### src/rtl/alu_pkg.sv
// Shared ALU control encodings and multiply-sequencer FSM state type.
// No logic: constants and types only.
// Imported by the EX-stage multiply datapath and its sequencer.
package alu_pkg;

    localparam logic [3:0] ALU_AND  = 4'b0000;
    localparam logic [3:0] ALU_XOR  = 4'b0001;
    localparam logic [3:0] ALU_SLL  = 4'b0010;
    localparam logic [3:0] ALU_ADD  = 4'b0011;
    localparam logic [3:0] ALU_SUB  = 4'b0100;
    localparam logic [3:0] ALU_MUL  = 4'b0101;
    localparam logic [3:0] ALU_ADDI = 4'b0110;
    localparam logic [3:0] ALU_SRAI = 4'b0111;
    localparam logic [3:0] ALU_LWSW = 4'b1000;

    typedef enum logic [1:0] {
        ST_IDLE = 2'd0,
        ST_RUN  = 2'd1,
        ST_DONE = 2'd2
    } mul_state_e;

endpackage

### src/rtl/mul_shift_add_dp.sv
// Shift-add multiply datapath: accumulator, shifting multiplicand/multiplier, result register.
// Latency: one partial product per step_i cycle; result_o loads on the commit_i edge.
// No backpressure: the sequencer drives load/step/commit and owns all flow control.
module mul_shift_add_dp #(
    parameter int WIDTH = 32
) (
    input  logic             clk_i,
    input  logic             rst_i,
    input  logic             load_i,
    input  logic             step_i,
    input  logic             commit_i,
    input  logic [WIDTH-1:0] mcand_i,
    input  logic [WIDTH-1:0] mplier_i,
    output logic             rest_zero_o,
    output logic [WIDTH-1:0] result_o
);

    logic [WIDTH-1:0] acc;
    logic [WIDTH-1:0] mcand;
    logic [WIDTH-1:0] mplier;
    logic [WIDTH-1:0] acc_nxt;

    // Sum is truncated to WIDTH, which gives the low product bits for signed and unsigned alike.
    assign acc_nxt     = acc + (mplier[0] ? mcand : '0);
    assign rest_zero_o = ((mplier >> 1) == '0);

    always_ff @(posedge clk_i or negedge rst_i) begin
        if (!rst_i) begin
            acc    <= '0;
            mcand  <= '0;
            mplier <= '0;
        end else if (load_i) begin
            acc    <= '0;
            mcand  <= mcand_i;
            mplier <= mplier_i;
        end else if (step_i) begin
            acc    <= acc_nxt;
            mcand  <= mcand << 1;
            mplier <= mplier >> 1;
        end
    end

    // Commit captures the final step's sum directly so the result is ready in the DONE cycle.
    always_ff @(posedge clk_i or negedge rst_i) begin
        if (!rst_i) begin
            result_o <= '0;
        end else if (commit_i) begin
            result_o <= acc_nxt;
        end
    end

endmodule

### src/rtl/ex_mul_sequencer.sv
// EX-stage iterative multiply: latches operands on a MUL, stalls the pipe, one bit per cycle.
// Latency: 1 accept + N RUN + 1 DONE cycles (N = WIDTH, or msb(data2)+1 with early termination).
// Backpressure: stall_o holds upstream during accept and RUN; released in DONE as done_o pulses.
module ex_mul_sequencer
    import alu_pkg::*;
#(
    parameter int         WIDTH      = 32,
    parameter int         EARLY_TERM = 1,
    parameter logic [3:0] MUL_CTRL   = ALU_MUL
) (
    input  logic             clk_i,
    input  logic             rst_i,
    input  logic             start_i,
    input  logic [3:0]       ALUCtrl_i,
    input  logic [WIDTH-1:0] data1_i,
    input  logic [WIDTH-1:0] data2_i,
    input  logic             flush_i,
    output logic             stall_o,
    output logic             busy_o,
    output logic             done_o,
    output logic [WIDTH-1:0] result_o
);

    localparam int CNT_W = $clog2(WIDTH) + 1;

    mul_state_e       state;
    mul_state_e       state_nxt;
    logic [CNT_W-1:0] count;
    logic             req;
    logic             last_step;
    logic             rest_zero;
    logic             load;
    logic             step;
    logic             commit;

    assign req = start_i & (ALUCtrl_i == MUL_CTRL) & ~flush_i;

    // Early exit once no set multiplier bits remain beyond the one consumed this cycle.
    assign last_step = (count == CNT_W'(WIDTH - 1)) | ((EARLY_TERM != 0) & rest_zero);

    always_ff @(posedge clk_i or negedge rst_i) begin
        if (!rst_i) begin
            state <= ST_IDLE;
        end else begin
            state <= state_nxt;
        end
    end

    always_comb begin
        state_nxt = state;
        stall_o   = 1'b0;
        load      = 1'b0;
        step      = 1'b0;
        commit    = 1'b0;
        case (state)
            ST_IDLE: begin
                if (req) begin
                    stall_o   = 1'b1;
                    load      = 1'b1;
                    state_nxt = ST_RUN;
                end
            end
            ST_RUN: begin
                stall_o = 1'b1;
                if (flush_i) begin
                    state_nxt = ST_IDLE;
                end else begin
                    step = 1'b1;
                    if (last_step) begin
                        commit    = 1'b1;
                        state_nxt = ST_DONE;
                    end
                end
            end
            // start_i is ignored here; the instruction that just finished must not re-enter.
            ST_DONE: state_nxt = ST_IDLE;
            default: state_nxt = ST_IDLE;
        endcase
    end

    always_ff @(posedge clk_i or negedge rst_i) begin
        if (!rst_i) begin
            count <= '0;
        end else if (load) begin
            count <= '0;
        end else if (step) begin
            count <= count + CNT_W'(1);
        end
    end

    assign busy_o = (state != ST_IDLE);
    assign done_o = (state == ST_DONE);

    mul_shift_add_dp #(
        .WIDTH (WIDTH)
    ) u_dp (
        .clk_i       (clk_i),
        .rst_i       (rst_i),
        .load_i      (load),
        .step_i      (step),
        .commit_i    (commit),
        .mcand_i     (data1_i),
        .mplier_i    (data2_i),
        .rest_zero_o (rest_zero),
        .result_o    (result_o)
    );

endmodule
### config.mk
export PLATFORM = sky130hd
export DESIGN_NAME = ex_mul_sequencer
export DESIGN_NICKNAME = d
export VERILOG_FILES = /design/src/rtl/alu_pkg.sv /design/src/rtl/mul_shift_add_dp.sv /design/src/rtl/ex_mul_sequencer.sv
export SDC_FILE = /design/constraint.sdc
export NUM_CORES = 1
export LEC_CHECK = 0
export CAP_MARGIN = 0
export CORE_MARGIN = 3
export CORE_UTILIZATION = 40
export CTS_BUF_LIST = sky130_fd_sc_hd__clkbuf_8
export CTS_CLUSTER_DIAMETER = 150
export DETAILED_ROUTE_END_ITERATION = 8
export DONT_BUFFER_PORTS = 1
export GPL_TIMING_DRIVEN = 0
export MAX_ROUTING_LAYER = met4
export SLEW_MARGIN = 20
export SYNTH_ARGS = -nofsm -noshare
export SYNTH_HDL_FRONTEND = slang
export SYNTH_SLANG_ARGS = --single-unit
### constraint.sdc
create_clock -name clk_i -period 2.7 [get_ports clk_i]
set_input_delay 0.54 -clock clk_i [delete_from_list [all_inputs] [get_ports clk_i]]
set_output_delay 0.54 -clock clk_i [all_outputs]
set_load 0.005 [all_outputs]
After elaboration in Yosys (flattened, before gate mapping)
Cells that the tools add are included.

Bits in registers: 136. Bits of input ports: 72. Output and inout port bits: 35. Word-level logic and storage cells: 44.

Add/subtract/negate cells: 2. Equal/unequal tests: 6. Muxes and demuxes: 21. Bitwise gates (word level): 4. Reduce and logical (&&, ||, !) cells: 5.

Operator list (number): two-way mux 32 bit (7); adder 32 bit (1); zero test 32 bit (1); two-way mux 6 bit (2); two-way mux 1 bit (7); adder 6 x 1 -> 6 bit (second input constant) (1); equality test 6 x 5 -> 1 bit (second input constant) (1); two-way mux 2 bit (3); equality test 4 x 3 -> 1 bit (second input constant) (1); one-hot mux 2 bit (2 select lines) (1); nonzero test 2 bit (2); inequality test 3 bit (second input constant) (1); bitwise AND 1 bit (2); equality test 2 x 1 -> 1 bit (second input constant) (1); equality test 2 bit (second input constant) (1); zero test 2 bit (1); inequality test 2 bit (second input constant) (1); one-hot mux 1 bit (2 select lines) (1); AND reduction 2 bit (1); inverter 1 bit (1); bitwise OR 1 bit (1).

Longest topological paths before layout
Depth in word-level cells: 6. Depth in mapped cells: 13. Depth with buffers taken out: 12.

Modules after synthesis
Synthesis repeated with hierarchy kept, for this count alone.

Cell total of the unflattened synthesis: 797. Area total of the unflattened synthesis: 7852.5 um2.

By module, submodules not included: mul_shift_add_dp (times used 1, cells each 751, area each 7414.6 um2, sequential area each 3203.1 um2); ex_mul_sequencer (times used 1, cells each 46, area each 437.9 um2, sequential area each 200.2 um2).

Least setup slack after synthesis
OpenSTA, ideal clock, no wires.

Path kind: reg2reg. From: register u_dp.mplier[0]. To: register u_dp.result_o[28]. Library setup time: 0.125 ns. Data arrival time: 2.749 ns. Required time: 2.575 ns. Setup slack: -0.174 ns. Stages on the path, launching flop included: 13. Path buffers: 0. Clock period less this slack: 2.874 ns. Path through: dfrtp_1 and2_1 ha_1 fa_1 a21oi_1 o22ai_1 o31ai_2 o211ai_2 a211oi_2 o21ai_1 a31oi_1 xnor2_1 mux2_2.

Word-level cells in the longest chain between the ends: 2.

RTL lines: start: declaration (RTL line mul_shift_add_dp.sv:20) `logic [WIDTH-1:0] mplier;`; start signal: assignment (RTL line mul_shift_add_dp.sv:35) `mplier <= mplier_i;`; start signal: assignment (RTL line mul_shift_add_dp.sv:39) `mplier <= mplier >> 1;`; two-way mux 32 bit (RTL line mul_shift_add_dp.sv:24) `assign acc_nxt = acc + (mplier[0] ? mcand : '0);`; adder 32 bit (RTL line mul_shift_add_dp.sv:24); end signal: assignment (RTL line mul_shift_add_dp.sv:48) `result_o <= acc_nxt;`; end: declaration (RTL line mul_shift_add_dp.sv:15) `output logic [WIDTH-1:0] result_o`.

No other way between the ends. A chain may end at the register's enable or synchronous reset.

Worst setup path in the final report
Same ends and word-level chain as after synthesis.

==> impl_metrics.tcl <==
set metrics [dict create \
    num_rows 49 \
    synth.top_cell.area_share_pct 45.67 \
    numCtsBuffers 17 \
    avgViaCountPerCell 5.687 \
    die_w_um 142.5 \
    ys_warn_count 0 \
    nets 972 \
    dpl_cell_area_um2 7794 \
    start_util_pct 41.06 \
    setup_violations 30 \
    cts_tree "yes" \
    crit_family "compound AO/OA/AOI/OAI gates" \
    path_class "reg2reg" \
    place_hpwl_um 14590 \
    grtUsageTotal_pct 21.50 \
    crit_cells 12 \
    antenna_found_initial 0 \
    crit_path_end_kind "register" \
    first_iter_violations 569 \
    timing.final.ws_setup_ns -0.3004 \
    area_delta_synth_final_pct 23.32 \
    worstMarginPinSlew_ns 0.9106 \
    slowest_delay_ns 0.51 \
    synthArstFlopShare_pct 100.0 \
    finalHoldViolCount 136 \
    n_antenna_cell 0 \
    finalWirelength_um 21340 \
    ys_types 65 \
    ys_ff_latch 136 \
    required_ns 3.04 \
    violations "negative hold slack, negative setup slack" \
    slew_headroom_pct 39.07 \
    power_density_nw_per_um2 673.3 \
    detail_route.wl_per_cell_um 19.24 \
    critPathMaxFanout 6 \
    dieArea_um2 20300 \
    final_design_area_no_fill_um2 9190 \
    via_count 6307 \
    vdd_drop_max_mv 0.3635 \
    ant_nets 0 \
    grt_pass1_vias 6299 \
    final_cell_count_no_fill 1109 \
    syn-num-nets 920 \
    run_status "complete, but fails checks" \
    dpl.cell_count 1044 \
    avgSynthCellArea_um2 9.144 \
    clkSinkCount 136 \
    gp_congestion 0.8898 \
    drv_slew 0 \
    grt_pass1_wl_um 33520 \
    drv_cap 0 \
    cts_buffer_depth 2 \
    path_buf_inv 0 \
    port_buffers 0 \
    crit_slowest_cell "dfrtp_2" \
    yosysMostFrequentCell "nand2_1" \
    grt_max_degree 137 \
    finalCritPeriodShare_pct 111.1 \
    ys.flop_type "dfrtp_1" \
    ys_top_cells_by_count "nand2_1 (211), dfrtp_1 (136), o21ai_0 (50)" \
    max_clock_freq_mhz 333.3 \
    synth_area_leader_cell "dfrtp_1" \
    finalCriticalPeriod_ns 3.000 \
    crit_chain "and2_4 > ha_4 > fa_2 > a21oi_2 > o22ai_2 > o31ai_4 > o211ai_2 > a211oi_2 > o21ai_2 > a31oi_4 > xnor2_2 > mux2_4" \
    core_um2 18150 \
    netlist_area_um2 7452 \
    io_pins 107 \
    clkTransAtPathRegs_ns 0.08 \
    drc 0 \
    cts_max_level 4 \
    p_total_uw 6188 \
    startpoint_type "register" \
    drt-pass1-iter-count 5 \
    syn_inst 815 \
    ys_seq_area_share_pct 45.67 \
    clock_latency_ns 0.46 \
    dieHeight_um 142.5 \
    rsz0062_at_grt "true" \
    synthTopCellsByArea "dfrtp_1 (46%), nand2_1 (11%), ha_1 (5.4%), a22oi_1 (4.7%), o21ai_0 (3.4%)" \
    drive_gt1_share_pct 21.02 \
    grt-ovfl-total 0 \
    cp_data_arrival_time_ns 3.34 \
    reg2reg_depth 12 \
    synth_edf_count 0 \
    hp-class "in2async" \
    fin_hold_ws_ns -0.2292 \
    clock_skew_ns 0.01023 \
    leakage_uw 0.004331 \
    cts-root-buf "clkbuf_8" \
]
[sequential cells by signal (all words and copies together), names as in the netlist]
name           flops
count              6
state              2
u_dp.acc          32
u_dp.mcand        32
u_dp.mplier       32
u_dp.result_o     32
[where the power goes]
| group | switching [µW] | total, µW | leakage (µW) | internal [µW] |
|---|---|---|---|---|
| Sequential | 360 | 2780 | 0.00181 | 2420 |
| Clock | 882 | 1820 | 0.000212 | 943 |
| Combinational | 821 | 1580 | 0.00231 | 762 |
[per-layer routing]
metal	up-vias	wire length, µm	track usage, %
met2	164	10140	32.72
met3	34	1133	4.536
li1	2973	-	-
met5	-	0	-
met1	3136	9528	28.40
met4	0	536	7.954
[area by class of cell]
| cell class | count | area, µm² |
|---|---|---|
| well taps | 229 | 286.5 |
| inverters | 9 | 33.78 |
| clock inverters | 14 | 173.9 |
| flip-flops and latches | 136 | 3405 |
| fillers | 1650 | 8957 |
| multi-input cells | 623 | 4514 |
| repair buffers | 37 | 306.5 |
| clock buffers | 18 | 247.7 |
| plain buffers | 43 | 222.7 |
[cells in the final DEF, fill, tap and decap left out, types with 13 or more instances in the layout]
cell	instances
nand2_1	205
dfrtp_1	135
clkbuf_8	19
o22ai_1	14
a21oi_1	25
and2_1	26
a22oi_1	46
a22o_1	13
clkbuf_1	32
mux2i_1	18
buf_4	33
nor2_1	17
o21ai_0	46
ha_4	21
xor2_1	13
[stage by stage]
| step | TNS, ns | setup WS (ns) | utilization, % | hold WS, ns |
|---|---|---|---|---|
| 2_1_floorplan | -0.1130 | -0.05511 | - | 0.2444 |
| 6_report | -4.799 | -0.3004 | 50.64 | -0.2292 |
| 4_1_cts | -3.543 | -0.3524 | 48.40 | -0.2588 |
| 3_5_place_dp | -13.72 | -0.7260 | 42.95 | 0.2493 |
| 3_3_place_gp | -12.83 | -0.6833 | 42.95 | 0.2503 |
| 5_1_grt | -8.209 | -0.4343 | 50.64 | -0.2533 |
[what timing repair did]
| action | 4_1_cts | 5_1_grt |
|---|---|---|
| pin swaps | 29 | 32 |
| resized for setup | 80 | 50 |
| setup buffers | 20 | 17 |
| endpoints found under the hold margin | 136 | 136 |
| gates cloned | 0 | 1 |
| setup endpoints to repair | 39 | 40 |
[cell families (layout without fill, tap and decap cells)]
kind of cell | count (synthesis) | count (layout) | synth area share (%)
muxes | 23 | 23 | 3.173
AOI/OAI and AO/OA | 209 | 209 | 18.65
buffers and inverters | 56 | 121 | 3.425
DFF | 136 | 136 | 45.67
adders and majority gates | 33 | 33 | 5.641
and+or+nand+nor | 325 | 325 | 19.56
xor gates and xnor gates | 33 | 33 | 3.878
[worst paths after layout]
kind,start,end,slack [ns]
worst max-delay path,u_dp.mplier[0],u_dp.result_o[28],-0.30
worst min-delay path,rst_i,u_dp.result_o[4],-0.23
worst max register to register,u_dp.mplier[0],u_dp.result_o[28],-0.30
worst min register to register,u_dp.mcand[31],u_dp.mcand[31],0.50
max in group asynchronous,rst_i,u_dp.mcand[14],2.68
min in group clk_i,data2_i[15],u_dp.mplier[15],0.20
No activity file was read; power rests on OpenSTA's default activity.
